--- config.mk ---
export PLATFORM = sky130hd
export DESIGN_NAME = interpolate
export DESIGN_NICKNAME = d
export VERILOG_FILES = /design/src/rtl/interp_pkg.sv /design/src/rtl/interp_lerp.sv /design/src/rtl/interpolate.sv
export SDC_FILE = /design/constraint.sdc
export NUM_CORES = 1
export LEC_CHECK = 0
export ABC_AREA = 0
export BUFFER_PORTS_ARGS = -buffer_cell sky130_fd_sc_hd__buf_2
export CAP_MARGIN = 20
export CORE_ASPECT_RATIO = 2
export CORE_MARGIN = 2
export CORE_UTILIZATION = 55
export CTS_CLUSTER_DIAMETER = 40
export DETAILED_ROUTE_END_ITERATION = 12
export PLACE_DENSITY = 0.84
export SYNTH_ARGS = -nofsm -noshare
export SYNTH_HDL_FRONTEND = slang
export SYNTH_SLANG_ARGS = --single-unit
--- constraint.sdc ---
create_clock -name in_clk -period 3.9 [get_ports in_clk]
set_clock_uncertainty 0.2 [all_clocks]
set_input_delay 0.39 -clock in_clk [delete_from_list [all_inputs] [get_ports in_clk]]
set_output_delay 0.39 -clock in_clk [all_outputs]
set_load 0.005 [all_outputs]
--- src/rtl/interp_pkg.sv ---
// rtl/interp_pkg.sv - mode encodings and FSM state type for the interpolator
package interp_pkg;

    localparam logic [1:0] MODE_ZERO = 2'd0;
    localparam logic [1:0] MODE_HOLD = 2'd1;
    localparam logic [1:0] MODE_LIN  = 2'd2;

    typedef enum logic [1:0] {
        ST_EMPTY  = 2'd0,
        ST_PRIMED = 2'd1,
        ST_RUN    = 2'd2
    } state_t;

endpackage

--- src/rtl/interp_lerp.sv ---
// rtl/interp_lerp.sv - registered output stage: p + k*(x-p)>>>LOG2_RATE or a bypass value
module interp_lerp #(
    parameter int W         = 16,
    parameter int LOG2_RATE = 1,
    parameter int PW        = (LOG2_RATE > 0) ? LOG2_RATE : 1
) (
    input  logic          clk_i,
    input  logic          rst_ni,
    input  logic          en_i,
    input  logic          lin_i,
    input  logic [PW-1:0] k_i,
    input  logic [W-1:0]  p_i,
    input  logic [W-1:0]  x_i,
    input  logic [W-1:0]  alt_i,
    output logic [W-1:0]  y_o
);

    logic signed [W:0]    diff;
    logic signed [W+PW:0] diff_x;
    logic signed [W+PW:0] k_x;
    logic signed [W+PW:0] prod;
    logic [W-1:0]         lin;
    logic [W-1:0]         y_d;
    logic [W-1:0]         y_q;

    // The product stays inside W+PW+1 bits, and after the floor shift the sum lies
    // between p and x, so truncating to W bits never wraps.
    always_comb begin
        diff   = {x_i[W-1], x_i} - {p_i[W-1], p_i};
        diff_x = {{PW{diff[W]}}, diff};
        k_x    = {{(W+1){1'b0}}, k_i};
        prod   = diff_x * k_x;
        lin    = p_i + W'(prod >>> LOG2_RATE);
        y_d    = lin_i ? lin : alt_i;
    end

    always_ff @(posedge clk_i) begin
        if (!rst_ni) begin
            y_q <= '0;
        end else if (en_i) begin
            y_q <= y_d;
        end
    end

    assign y_o = y_q;

endmodule

--- src/rtl/interpolate.sv ---
// rtl/interpolate.sv - integer-factor upsampler: zero-stuff, hold or linear interpolation
module interpolate
    import interp_pkg::*;
#(
    parameter int W         = 16,
    parameter int LOG2_RATE = 1
) (
    input  logic         in_clk,
    input  logic         rst_n,
    input  logic [1:0]   mode,
    input  logic         in_valid,
    output logic         in_ready,
    input  logic [W-1:0] low_in,
    output logic [W-1:0] high_out,
    output logic         valid
);

    localparam int            PW   = (LOG2_RATE > 0) ? LOG2_RATE : 1;
    localparam logic [PW-1:0] LAST = PW'((1 << LOG2_RATE) - 1);

    state_t        state_q, state_d;
    logic [PW-1:0] phase_q, phase_d;
    logic [W-1:0]  prev_q, prev_d;
    logic [W-1:0]  cur_q, cur_d;
    logic [1:0]    mode_q, mode_d;
    logic          valid_q, valid_d;
    logic          last;
    logic          accept;
    logic [W-1:0]  alt;

    assign last     = (phase_q == LAST);
    assign in_ready = (state_q != ST_RUN) | last;
    assign accept   = in_valid & in_ready;

    always_comb begin
        state_d = state_q;
        phase_d = phase_q;
        prev_d  = prev_q;
        cur_d   = cur_q;
        mode_d  = mode_q;
        valid_d = (state_q == ST_RUN);
        if (accept) begin
            prev_d = cur_q;
            cur_d  = low_in;
            mode_d = mode;
        end
        case (state_q)
            ST_EMPTY: begin
                // Linear needs two samples before the first ramp can start.
                if (accept) begin
                    state_d = (mode == MODE_LIN) ? ST_PRIMED : ST_RUN;
                    phase_d = '0;
                end
            end
            ST_PRIMED: begin
                if (accept) begin
                    state_d = ST_RUN;
                    phase_d = '0;
                end
            end
            ST_RUN: begin
                if (last) begin
                    state_d = accept ? ST_RUN : ST_PRIMED;
                    phase_d = '0;
                end else begin
                    phase_d = phase_q + PW'(1);
                end
            end
            default: begin
                state_d = ST_EMPTY;
                phase_d = '0;
            end
        endcase
    end

    always_ff @(posedge in_clk) begin
        if (!rst_n) begin
            state_q <= ST_EMPTY;
            phase_q <= '0;
            prev_q  <= '0;
            cur_q   <= '0;
            mode_q  <= MODE_ZERO;
            valid_q <= 1'b0;
        end else begin
            state_q <= state_d;
            phase_q <= phase_d;
            prev_q  <= prev_d;
            cur_q   <= cur_d;
            mode_q  <= mode_d;
            valid_q <= valid_d;
        end
    end

    // Reserved mode 3 falls through to hold.
    assign alt = ((mode_q == MODE_ZERO) && (phase_q != '0)) ? '0 : cur_q;

    interp_lerp #(
        .W         (W),
        .LOG2_RATE (LOG2_RATE),
        .PW        (PW)
    ) u_lerp (
        .clk_i  (in_clk),
        .rst_ni (rst_n),
        .en_i   (state_q == ST_RUN),
        .lin_i  (mode_q == MODE_LIN),
        .k_i    (phase_q),
        .p_i    (prev_q),
        .x_i    (cur_q),
        .alt_i  (alt),
        .y_o    (high_out)
    );

    assign valid = valid_q;

endmodule

; ---- Yosys cells after proc, flatten, opt, wreduce, memory -nomap -nowiden
; Index checks and enable logic that the tools add are counted.
[totals]
register_bits = 54
latchBits = 0
ram_bits = 0
mem_bits_ro = 0
output_inout_bits = 18
wordCells = 38
memories = 0
[op_classes]
n_addsub = 3
n_mul = 1
div = 0
magnitude_cmp = 0
n_eq_ne = 9
n_shift = 0
muxes = 11
n_bitwise = 2
reduce_logical = 5
[op_table]
columns = cell, n
row1 = 16-bit 2-to-1 mux, 2
row2 = 17-bit by 2-bit multiplier with 17-bit output, 1
row3 = 16-bit by 16-bit subtractor with 17-bit output, 1
row4 = 16-bit adder, 1
row5 = 2-bit 2-to-1 mux, 5
row6 = 2-bit inequality test (second input constant), 4
row7 = 2-bit equality test (second input constant), 3
row8 = 2-bit one-hot mux with 3 select lines, 1
row9 = 2-bit logical NOT, 2
row10 = 3-bit AND reduction, 1
row11 = 2-bit by 1-bit equality test with 1-bit output (second input constant), 1
row12 = 1-bit 2-to-1 mux, 2
row13 = 2-bit by 1-bit inequality test with 1-bit output (second input constant), 1
row14 = 1-bit one-hot mux with 2 select lines, 1
row15 = 2-bit OR reduction, 1
row16 = 1-bit adder (second input constant), 1
row17 = 1-bit bitwise AND, 1
row18 = 1-bit logical AND, 1
row19 = 1-bit bitwise OR, 1

; ---- Logic depth before layout (Yosys ltp)
; Gate-level depths: netlist of the first run.
[depth]
ltp_word = 6
mapped_depth = 17

; ---- Modules after synthesis
; From an unflattened synthesis of the first run, not the netlist that was laid out.
[unflattened]
cells_unflattened = 465
hier_area_um2 = 3908.7
[modules_own_cells]
columns = mod, n_inst, cells_each, area_per_inst_um2, seq_area_each_um2
row1 = interp_lerp, 1, 294, 2272.2, 320.3
row2 = interpolate, 1, 171, 1636.6, 760.7

; ---- Worst setup path before layout of the first run
; Ideal clock, no wire load.
[synth_timing]
path_type = reg-to-reg
startpoint = register prev_q[1]
endpoint = register u_lerp.y_q[14], in the netlist u_lerp.y_o[14]
setup_time_ns = 0.139
arrival_ns = 3.255
slack_ns = 0.306
path_stages_with_launch = 17
path_buffers = 0
period_less_slack_ns = 3.594
cell_sequence = dfxtp_1 > inv_1 > ha_1 > inv_1 > o21bai_1 > a21oi_1 > o21ai_0 > a21o_1 > a211oi_1 > nor3_1 > ha_1 > or3_1 > o221a_2 > o31a_1 > a221oi_2 > xor2_1 > a31oi_1
[synth_via]
elab_chain_len = 4
[synth_lines]
columns = element, line
row1 = "start, declared", interpolate.sv:23  ; logic [W-1:0] prev_q, prev_d;
row2 = "start signal, assigned", interpolate.sv:87  ; prev_q <= prev_d;
row3 = 16-bit by 16-bit subtractor with 17-bit output, interp_lerp.sv:29  ; diff = {x_i[W-1], x_i} - {p_i[W-1], p_i};
row4 = 17-bit by 2-bit multiplier with 17-bit output, interp_lerp.sv:32  ; prod = diff_x * k_x;
row5 = 16-bit adder (*), interp_lerp.sv:33  ; lin = p_i + W'(prod >>> LOG2_RATE);
row6 = 16-bit 2-to-1 mux (*), interp_lerp.sv:34  ; y_d = lin_i ? lin : alt_i;
row7 = "end signal, assigned", interp_lerp.sv:41  ; y_q <= y_d;
row8 = "end, declared", interp_lerp.sv:24  ; logic [W-1:0] y_q;
; Every way passes the cells marked *; elsewhere a longest branch is shown, timed or not.
; A chain may end at the register's enable or synchronous reset.

; ---- Worst setup path in the final report of the first run
[layout_timing]
startpoint = register prev_q[2]
endpoint = register u_lerp.y_q[14], in the netlist u_lerp.y_o[14]
; The elaborated chain is that of the path after synthesis.

==> results.md, run 1 <==
* R2R Setup Slk at 0.09 ns
* Final setup fails at 0
* Clock Power Share at 31.2%
* Relative slew margins at between 30 and 40%
* Post-synth top area share at 29.8%
* Total number of yosys warnings at 0
* Sw frac at 31.2%
* Clock sink total at 54
* Share of layout cells above drive strength 1 at 19.4%
* Synth Flop Type: dfxtp_1
* Worst setup SP type: flip-flop
* CTS clock-pin slew for the worst setup and hold paths at 0.07 ns
* Seq pwr share at 38.6%
* Avg Cell Area, Syn at 7.85 um2
* CP required at 3.89 ns
* CTS buffer count at 5
* Post-synth EDFFs at 0
* Top post-synthesis cells by area: dfxtp_1 (30%), ha_1 (10%), nand2_1 (9.5%), a21boi_0 (7.7%), xnor2_1 (3.9%)
* Global-route wire length before repair at 15900 um
* Largest net degree at the start of global routing at 56
* DR pass1 iterations at 4
* Critical path origin: prev_q[2]
* Final period utilization at 97.6%
* CTS H-tree depth at 2
* Initial Util at a little under three fifths
* Hold Fails Final Rpt at 0
* Root Driver: clkbuf_16
* Hold-fix buffers at CTS at 0
* Leading area contributor after synthesis: dfxtp_1
* Routed Antenna Nets at 0
* Layout area overhead at 19.8%
* Worst setup path endpoint: u_lerp.y_o[14]
* HP Class: in -> reg
* Port bufs at 38
* Final Util at between 60% and 70%
* Standard-cell rows at around 40
* Via count at 3565
* MaxCap Viol Count at 0
* Mapped Cells at 462
* Non-filler cells, final at ~600
* Leakage at 1.89 nW
* Number of global-route vias before repair at 3505
* Sw power at between 0.0005 and 0.0006 W
* Max-slew violations at 0
* #FFs+latches synth at 54
* Core area at 0.00636 mm2
* Worst path arrival time at 3.79 ns
* FF-to-FF End: u_lerp.y_o[14]
* TritonCTS clock tree: built
* Final min period at 3.81 ns
* Critical path type: reg -> reg
* Vias per cell at 5.92
* Syn nets at 515
* Least-Margin Pin Slew at about 1.0 ns
* Clock tree buffer depth at 2
* Horiz. Die Dim at 61.4 um
* Routed length per placed instance at 16.3 um
* Gpl congestion at 1.00
* Post-synthesis sequential area ratio at 29.8%
* DRC viols at 0
* Worst skew pair latency at 0.30 ns
* Mapped Area at 0.00363 mm2
* Remaining global-route overflow at 0
* Die Ht at between 100 and 150 um
* Dominant cell by count in the synthesized netlist: nand2_1
* Synth cell count leaders: nand2_1 (92), dfxtp_1 (54), a21boi_0 (37)
* Initial DRC count at 180
* Synth cell types at 47
* Logic pwr share at between 30% and 40%
* Crit path max fanout at 5
* Die ar. at 0.00730 mm2
* Outcome: finished, final reports clean
* Start of the worst register-to-register path: prev_q[2]
* Max Fclk at between 200 and 300 MHz
* Final wirelength at 9840 um
* Gr usage total at 28.7%
* Pint at 0.00110 W
* Async SR Flop Fraction at 0%
* Ports at 39
* Power Density at 369 mW/mm2
* Nets at 568
* Ant. Diodes at 0
* HPWL after detailed placement at just over 7000 um
* Dpl cells at 592
* Hold depth at 3
* Max rail drop VDD at 0.339 mV
* Crit. End Element: flip-flop
* FF-to-FF path depth at 15
* Initial antenna violation count at 0
[routing by layer]
layer  GRT usage, %  vias up  wire length (um)
met5              0        -                 0
met4           16.9        0               542
met2           49.5      115              5270
met3           4.78       50               401
li1               -     1732                 -
met1           30.8     1668              3620
[cell families (layout without fill, tap and decap cells)]
group,after synthesis,count (layout),share of synthesized area (%)
AO/OA/AOI/OAI,141,141,27.1
XOR/XNOR,22,22,5.31
adder cells (fa/ha/maj),32,32,11.5
buffers and inverters,41,95,4.24
flip-flops,54,54,29.8
multiplexers,5,5,1.38
AND/OR/NAND/NOR,167,167,20.7
[placed cells by master, fill, tap and decap left out, types with 3 or more instances in the layout]
cell type	n
o21ai_1	6
o21bai_1	3
nand2b_1	5
dfxtp_1	51
a21o_1	11
a21oi_2	7
o31a_1	3
a31oi_1	4
ha_1	27
xor2_1	6
a221oi_1	8
mux2i_1	5
buf_2	38
o21ai_0	19
clkbuf_16	5
a21boi_0	37
nor3b_1	5
a211oi_1	6
dfxtp_2	3
nor2_1	29
o21ai_2	3
a21oi_1	9
xnor2_1	16
nand2_1	92
nand3_1	6
nor2b_1	5
o21a_1	8
or3_1	3
inv_1	22
and2_1	6
buf_4	26
[sequential cells by signal (all words and copies together) (netlist names)]
register    flops
last            1
mode_q          2
state_q         2
valid           1
prev_q         16
cur_q          16
u_lerp.y_o     16
[metrics by stage]
| step | area, um2 | hold slack [ns] | setup WS (ns) | setup TNS, ns | power, W |
|---|---|---|---|---|---|
| 4_1_cts | 4210 | 0.139 | 0.00701 | 0 | 0.00157 |
| 3_5_place_dp | 4040 | 0.272 | -0.0208 | -0.0208 | 0.00107 |
| 6_report | 4350 | 0.138 | 0.0944 | 0 | 0.00160 |
| 2_1_floorplan | 3630 | 0.243 | 0.306 | 0 | 0.000931 |
| 3_3_place_gp | 4040 | 0.255 | 0.151 | 0 | 0.00106 |
| 5_1_grt | 4350 | 0.148 | -0.0242 | -0.0492 | 0.00169 |
[what timing repair did]
| item | in CTS | in global routing |
|---|---|---|
| pin swaps | 1 | 7 |
| gates resized for setup | 1 | 31 |
| endpoints found under the setup margin | 1 | 8 |
| setup buffers | 0 | 1 |
[worst max-delay path, cell delays in order, from the launching register on]
cell      delay [ns]
dfxtp_2         0.35
inv_1           0.07
ha_4            0.25
nor2b_1         0.14
o31a_1          0.32
o21ai_0         0.25
nand2b_1        0.11
xnor2_1         0.17
nor2_1          0.07
ha_1            0.24
or3_1           0.35
o221a_2         0.26
o31a_1          0.33
a221oi_2        0.31
xor2_1          0.18
a31oi_1         0.10
[final cells by class]
class	instances	area [um2]
clock inverter	3	40.0
timing repair buffer	65	413
multi-input combinational	367	2490
tap	86	108
inverter	22	82.6
sequential	54	1080
clock buffer	5	125
fill	547	2020
[power by group through the flow]
stage | sequential (W) | clock (W) | combinational, W
floorplan | 0.000624 | 0 | 0.000307
global placement | 0.000627 | 0 | 0.000431
detailed placement | 0.000629 | 0 | 0.000443
CTS | 0.000616 | 0.000510 | 0.000447
global route | 0.000623 | 0.000534 | 0.000537
finish | 0.000618 | 0.000500 | 0.000485
[worst min path at each step]
stage	from	endpoint	slack (ns)
floorplan	prev_q[15]	prev_q[15]	0.24
global placement	prev_q[15]	prev_q[15]	0.26
detailed placement	prev_q[15]	prev_q[15]	0.27
CTS	low_in[13]	cur_q[13]	0.14
global route	low_in[14]	cur_q[14]	0.15
finish	low_in[12]	cur_q[12]	0.14
(Power assumes the default switching activity.)
==> run 2, diff against run 1 <==
- CELL_PAD_IN_SITES_DETAIL_PLACEMENT: not set -> 0
- CELL_PAD_IN_SITES_GLOBAL_PLACEMENT: not set -> 2
- CORE_UTILIZATION: 55 -> 35
- PLACE_DENSITY: 0.84 -> 0.89
- TNS_END_PERCENT: not set -> 20
==> results.md, run 2 (same netlist as run 1, synthesis figures left out) <==
* R2R Setup Slk at approximately 0.14 ns
* Worst setup SP type: flip-flop
* Start of the worst register-to-register path: prev_q[1]
* Final setup fails at 0
* Hold Fails Final Rpt at 0
* Filler instances at 1064
* Final wirelength at 10900 um
* Die Ht at between 100 and 150 um
* Share of layout cells above drive strength 1 at 22.4%
* Critical path type: reg -> reg
* Initial Util at 36.0%
* Max-slew violations at 0
* Routed length per placed instance at 16.2 um
* Port bufs at 38
* Hold-fix buffers at CTS at 0
* Core area at just over 0.01 mm2
* Most common cell after layout, fill and taps aside: nand2_1
* Worst path arrival time at 3.75 ns
* Ports at 39
* Final period utilization at between 90% and 100%
* Root Driver: clkbuf_16
* Worst skew pair latency at ~0.31 ns
* Ant. Diodes at 0
* MaxCap Viol Count at 0
* Outcome: finished, final reports clean
* DR pass1 iterations at 4
* Horiz. Die Dim at 76.0 um
* Relative slew margins at 29.6%
* Largest net degree at the start of global routing at between 50 and 60
* Global-route wire length before repair at 17800 um
* Non-filler cells, final at 671
* Number of global-route vias before repair at approximately 3600
* Worst Slack Setup Final at 0.135 ns
* Gpl congestion at 0.904
* RSZ-0062 raised after global routing: true
* Crit. End Element: flip-flop
* HP Class: in -> reg
* Die ar. at around 0.011 mm2
* Max Fclk at 266 MHz
* Area after DPL at around 0.0042 mm2
* Routed Antenna Nets at 0
* DP Worst Slack at 0.0881 ns
* HPWL after detailed placement at 8320 um
* Crit path max fanout at 3
* Standard-cell rows at 52
* Power Density at 378 mW/mm2
* CP max-delay cell: a2111oi_2
* Final instance area at 0.00456 mm2
* FF-to-FF path depth at 18
* Via count at 3481
* CP required at a little under 4 ns
* CTS buffer count at 5
* TritonCTS clock tree: built
* Clock sink total at 54
* Clock tree buffer depth at 2
* Worst-path cell chain: inv_1 > ha_1 > inv_1 > o21bai_1 > a21oi_2 > buf_4 > o21ai_1 > a21oi_2 > xor2_1 > nor2_1 > ha_1 > a21oi_2 > o21ai_1 > a2111oi_2 > o21ai_1 > xnor2_1 > xnor2_1 > a31oi_1
* Vias per cell at 5.19
* Initial antenna violation count at 0
* Dpl cells at 660
* CTS clock-pin slew for the worst setup and hold paths at 0.08 ns
* DRC viols at 0
* Final min period at 3.76 ns
* Nets at 588
* Critical path origin: prev_q[1]
* CTS H-tree depth at 2
* Gr usage total at 20.0%
* Final Util at a little under half
* Layout area overhead at 25.7%
* Max rail drop VDD at 0.199 mV
* FF-to-FF End: u_lerp.y_o[15]
* Least-Margin Pin Slew at between 1 and 1.5 ns
* Leakage at 2.00 nW
* Leading cell types in the layout, fill and taps excluded: nand2_1 (92), dfxtp_1 (51), buf_4 (47), buf_2 (38), a21boi_0 (37)
* Remaining global-route overflow at 0
* Worst setup path endpoint: u_lerp.y_o[15]
* Final Power at approximately 0.0017 W
* Initial DRC count at approximately 130
* CP peak stage delay at 0.37 ns
-- run 2: changes by cell type in the layout (fill, tap and decap cells not counted), sizes merged --
cell	previous run	this run
buf	65	85
bufinv	1	2
clkinv	2	1
-- run 2: cell type report --
cell class                 count  area (um2)  share of cell area (%)
multi-input combinational    367        2480                    54.5
clock inverter                 3        68.8                    1.51
clock buffer                   5         125                    2.74
inverter                      22        82.6                    1.81
sequential                    54        1080                    23.8
tap                          135         169                    3.71
timing repair buffer          85         543                    11.9
-- run 2: worst max-delay path: cells and delay by family (launching register included) --
family	cells	cell delay [ns]
AOI/OAI and AO/OA	9	1.70
xor gates and xnor gates	3	0.51
adders and majority gates	2	0.60
buffers and inverters	3	0.26
DFF	1	0.33
and+or+nand+nor	1	0.07
-- run 2: routing by layer --
| layer | vias up | part of all wire (%) | global-route usage [%] |
|---|---|---|---|
| li1 | 1767 | - | - |
| met4 | 0 | 3.2 | 9.45 |
| met3 | 24 | 2.4 | 2.93 |
| met1 | 1632 | 36 | 19.5 |
| met5 | - | 0 | 0 |
| met2 | 58 | 58 | 40.1 |
-- run 2: power breakdown --
group | total, W | leakage [nW] | internal, W | switching (W)
registers | 0.000615 | 0.443 | 0.000588 | 0.0000272
clock network | 0.000594 | 0.0940 | 0.000370 | 0.000224
logic | 0.000513 | 1.46 | 0.000233 | 0.000281
total | 0.00172 | 2.00 | 0.00119 | 0.000532
-- run 2: stage by stage --
| stage | hold slack, ns | TNS [ns] |
|---|---|---|
| 2_1_floorplan | 0.243 | 0 |
| 3_3_place_gp | 0.256 | 0 |
| 3_5_place_dp | 0.264 | 0 |
| 4_1_cts | 0.129 | 0 |
| 5_1_grt | 0.128 | -0.0623 |
| 6_report | 0.128 | 0 |
-- run 2: worst min-delay path by stage --
stage | from | end | slack, ns | cells after the start
after floorplan | prev_q[15] | prev_q[15] | 0.24 | 2
after global placement | prev_q[15] | prev_q[15] | 0.26 | 2
after detailed placement | u_lerp.y_o[4] | u_lerp.y_o[4] | 0.26 | 2
after CTS | low_in[6] | cur_q[6] | 0.13 | 3
after global routing | low_in[15] | cur_q[15] | 0.13 | 3
final | low_in[15] | cur_q[15] | 0.13 | 3
-- run 2: what timing repair did --
action,in CTS,in global routing
setup endpoints to repair,0,7
setup buffers,0,3
gates resized for setup,0,32
==> run 3, diff against run 2 <==
- CORE_ASPECT_RATIO: 2 -> 1.25
==> results.md, run 3 (same netlist as run 1, synthesis figures left out) <==
* Outcome: finished, final reports clean
* Worst setup SP type: flip-flop
* Max-slew violations at 0
* CTS buffer count at 5
* Die ar. at 0.0112 mm2
* Remaining global-route overflow at 0
* Gr busiest metal: met2
* Clock tree buffer depth at 2
* CP required at 3.84 ns
* Die Ht at 118 um
* Vias per cell at a little over 5
* Worst path arrival time at 3.65 ns
* M3 GR Usage at roughly 2.6%
* Ant. Diodes at 0
* Final instance area at 0.00452 mm2
* Port bufs at 38
* Least-Margin Pin Slew at 1.11 ns
* Share of layout cells above drive strength 1 at 23.2%
* Reg area at approximately 0.0011 mm2
* CTS H-tree depth at 2
* Final Hold Slack at 0.140 ns
* FF-to-FF path depth at 15
* Leakage at 1.95 nW
* Hold EP: cur_q[5]
* Start of the worst register-to-register path: prev_q[2]
* Leading cell types in the layout, fill and taps excluded: nand2_1 (92), dfxtp_1 (49), buf_4 (41), buf_2 (38), a21boi_0 (37)
* Nets at 582
* Met2 usage at a little under a third
* DRC viols at 0
* HPWL after detailed placement at 7280 um
* Relative slew margins at 25.8%
* DR pass1 iterations at 4
* Critical path type: reg -> reg
* Core area at 0.0101 mm2
* Global-route wire length before repair at 16100 um
* Filler instances at 1029
* Most common cell after layout, fill and taps aside: nand2_1
* Area of the multi-input gates at 0.00252 mm2
* Initial DRC count at 96
* Min-Delay Startpoint: low_in[5]
* Hold depth at 3
* Layout area overhead at 24.6%
* Routed length per placed instance at approximately 15 um
* Final period utilization at 95.2%
* Gr usage total at 18.0%
* Horiz. Die Dim at 95.1 um
* Crit. End Element: flip-flop
* Hold-fix buffers at CTS at 0
* R2R Setup Slk at 0.19 ns
* Standard-cell rows at 41
* Largest net degree at the start of global routing at 56
* Ports at 39
* Root Driver: clkbuf_16
* Grt met1 use at 22.4%
* Power Density at 359 mW/mm2
* Initial Util at 35.9%
* HP Class: in -> reg
* Number of global-route vias before repair at 3278
* Max rail drop VDD at 0.156 mV
* Clock sink total at 54
* Area after DPL at 0.00418 mm2
* Final setup fails at 0
* Max Fclk at ~270 MHz
* Via count at 3364
* MaxCap Viol Count at 0
* TritonCTS clock tree: built
* Final wirelength at between 9000 and 10000 um
* Routed Antenna Nets at 0
* FF-to-FF End: u_lerp.y_o[14]
* Final min period at 3.71 ns
* Hold Fails Final Rpt at 0
* Crit path max fanout at 4
* Initial antenna violation count at 0
* Worst skew pair latency at 0.30 ns
* Gpl congestion at 0.807
* CTS clock-pin slew for the worst setup and hold paths at ~0.070 ns
## run 3: cell types whose count changed in the layout (fill, tap and decap cells not counted), moves of 2 or more
| cell | change |
|---|---|
| ha_1 | -2 |
| buf_4 | -6 |
| dfxtp_2 | +2 |
| dfxtp_1 | -2 |
| clkinvlp_4 | +2 |
| ha_2 | +2 |
## run 3: cell type report
type / instances / area share [%]
sequential: 54 / 24.1
multi-input combinational: 367 / 55.7
clock buffer: 5 / 2.77
timing repair buffer: 79 / 11.0
inverter: 22 / 1.83
clock inverter: 3 / 0.997
tap: 129 / 3.57
## run 3: what timing repair did
action,in CTS,in global routing
gates resized for setup,1,41
setup endpoints to repair,1,7
setup buffers,0,5
pin swaps,0,22
## run 3: where the power goes
group	total [W]	switching, W	leakage, nW	internal, W
clock	0.000512	0.000210	0.0760	0.000303
combinational	0.000494	0.000272	1.43	0.000222
sequential	0.000614	0.0000263	0.444	0.000588
## run 3: routing by layer
layer / wire length [um] / part of all wire, %
met2: 5020 / 51
met4: 121 / 1.2
met1: 4510 / 46
met5: 0 / 0
met3: 253 / 2.6
## run 3: through the flow
step                total power [W]  instances  utilization (%)  setup TNS (ns)  setup WS [ns]
floorplan                  0.000931        462                -               0          0.306
global placement            0.00109        646             41.3               0         0.0831
detailed placement          0.00109        646             41.3         -0.0133        -0.0133
finish                      0.00162        659             44.7               0          0.189
global route                0.00172        659             44.7         -0.0101        -0.0101
CTS                         0.00162        654             43.1               0         0.0157
## run 3: worst max path at each step
stage / start / endpoint / slack (ns)
finish: prev_q[2] / u_lerp.y_o[14] / 0.19
global route: prev_q[7] / u_lerp.y_o[15] / -0.01
floorplan: prev_q[1] / u_lerp.y_o[14] / 0.31
detailed placement: prev_q[0] / u_lerp.y_o[13] / -0.01
global placement: prev_q[2] / u_lerp.y_o[13] / 0.08
CTS: prev_q[0] / u_lerp.y_o[13] / 0.02
## run 3: critical path, stage by stage, from the launching register on
cell      delay [ns]
dfxtp_2         0.34
inv_2           0.05
ha_4            0.24
nor2b_2         0.15
o31a_1          0.34
o21ai_1         0.19
nand2b_1        0.09
xnor2_1         0.13
nor2_1          0.11
ha_2            0.30
o21a_1          0.20
o221a_4         0.27
o31a_1          0.34
a221oi_2        0.28
xor2_1          0.22
a31oi_1         0.10
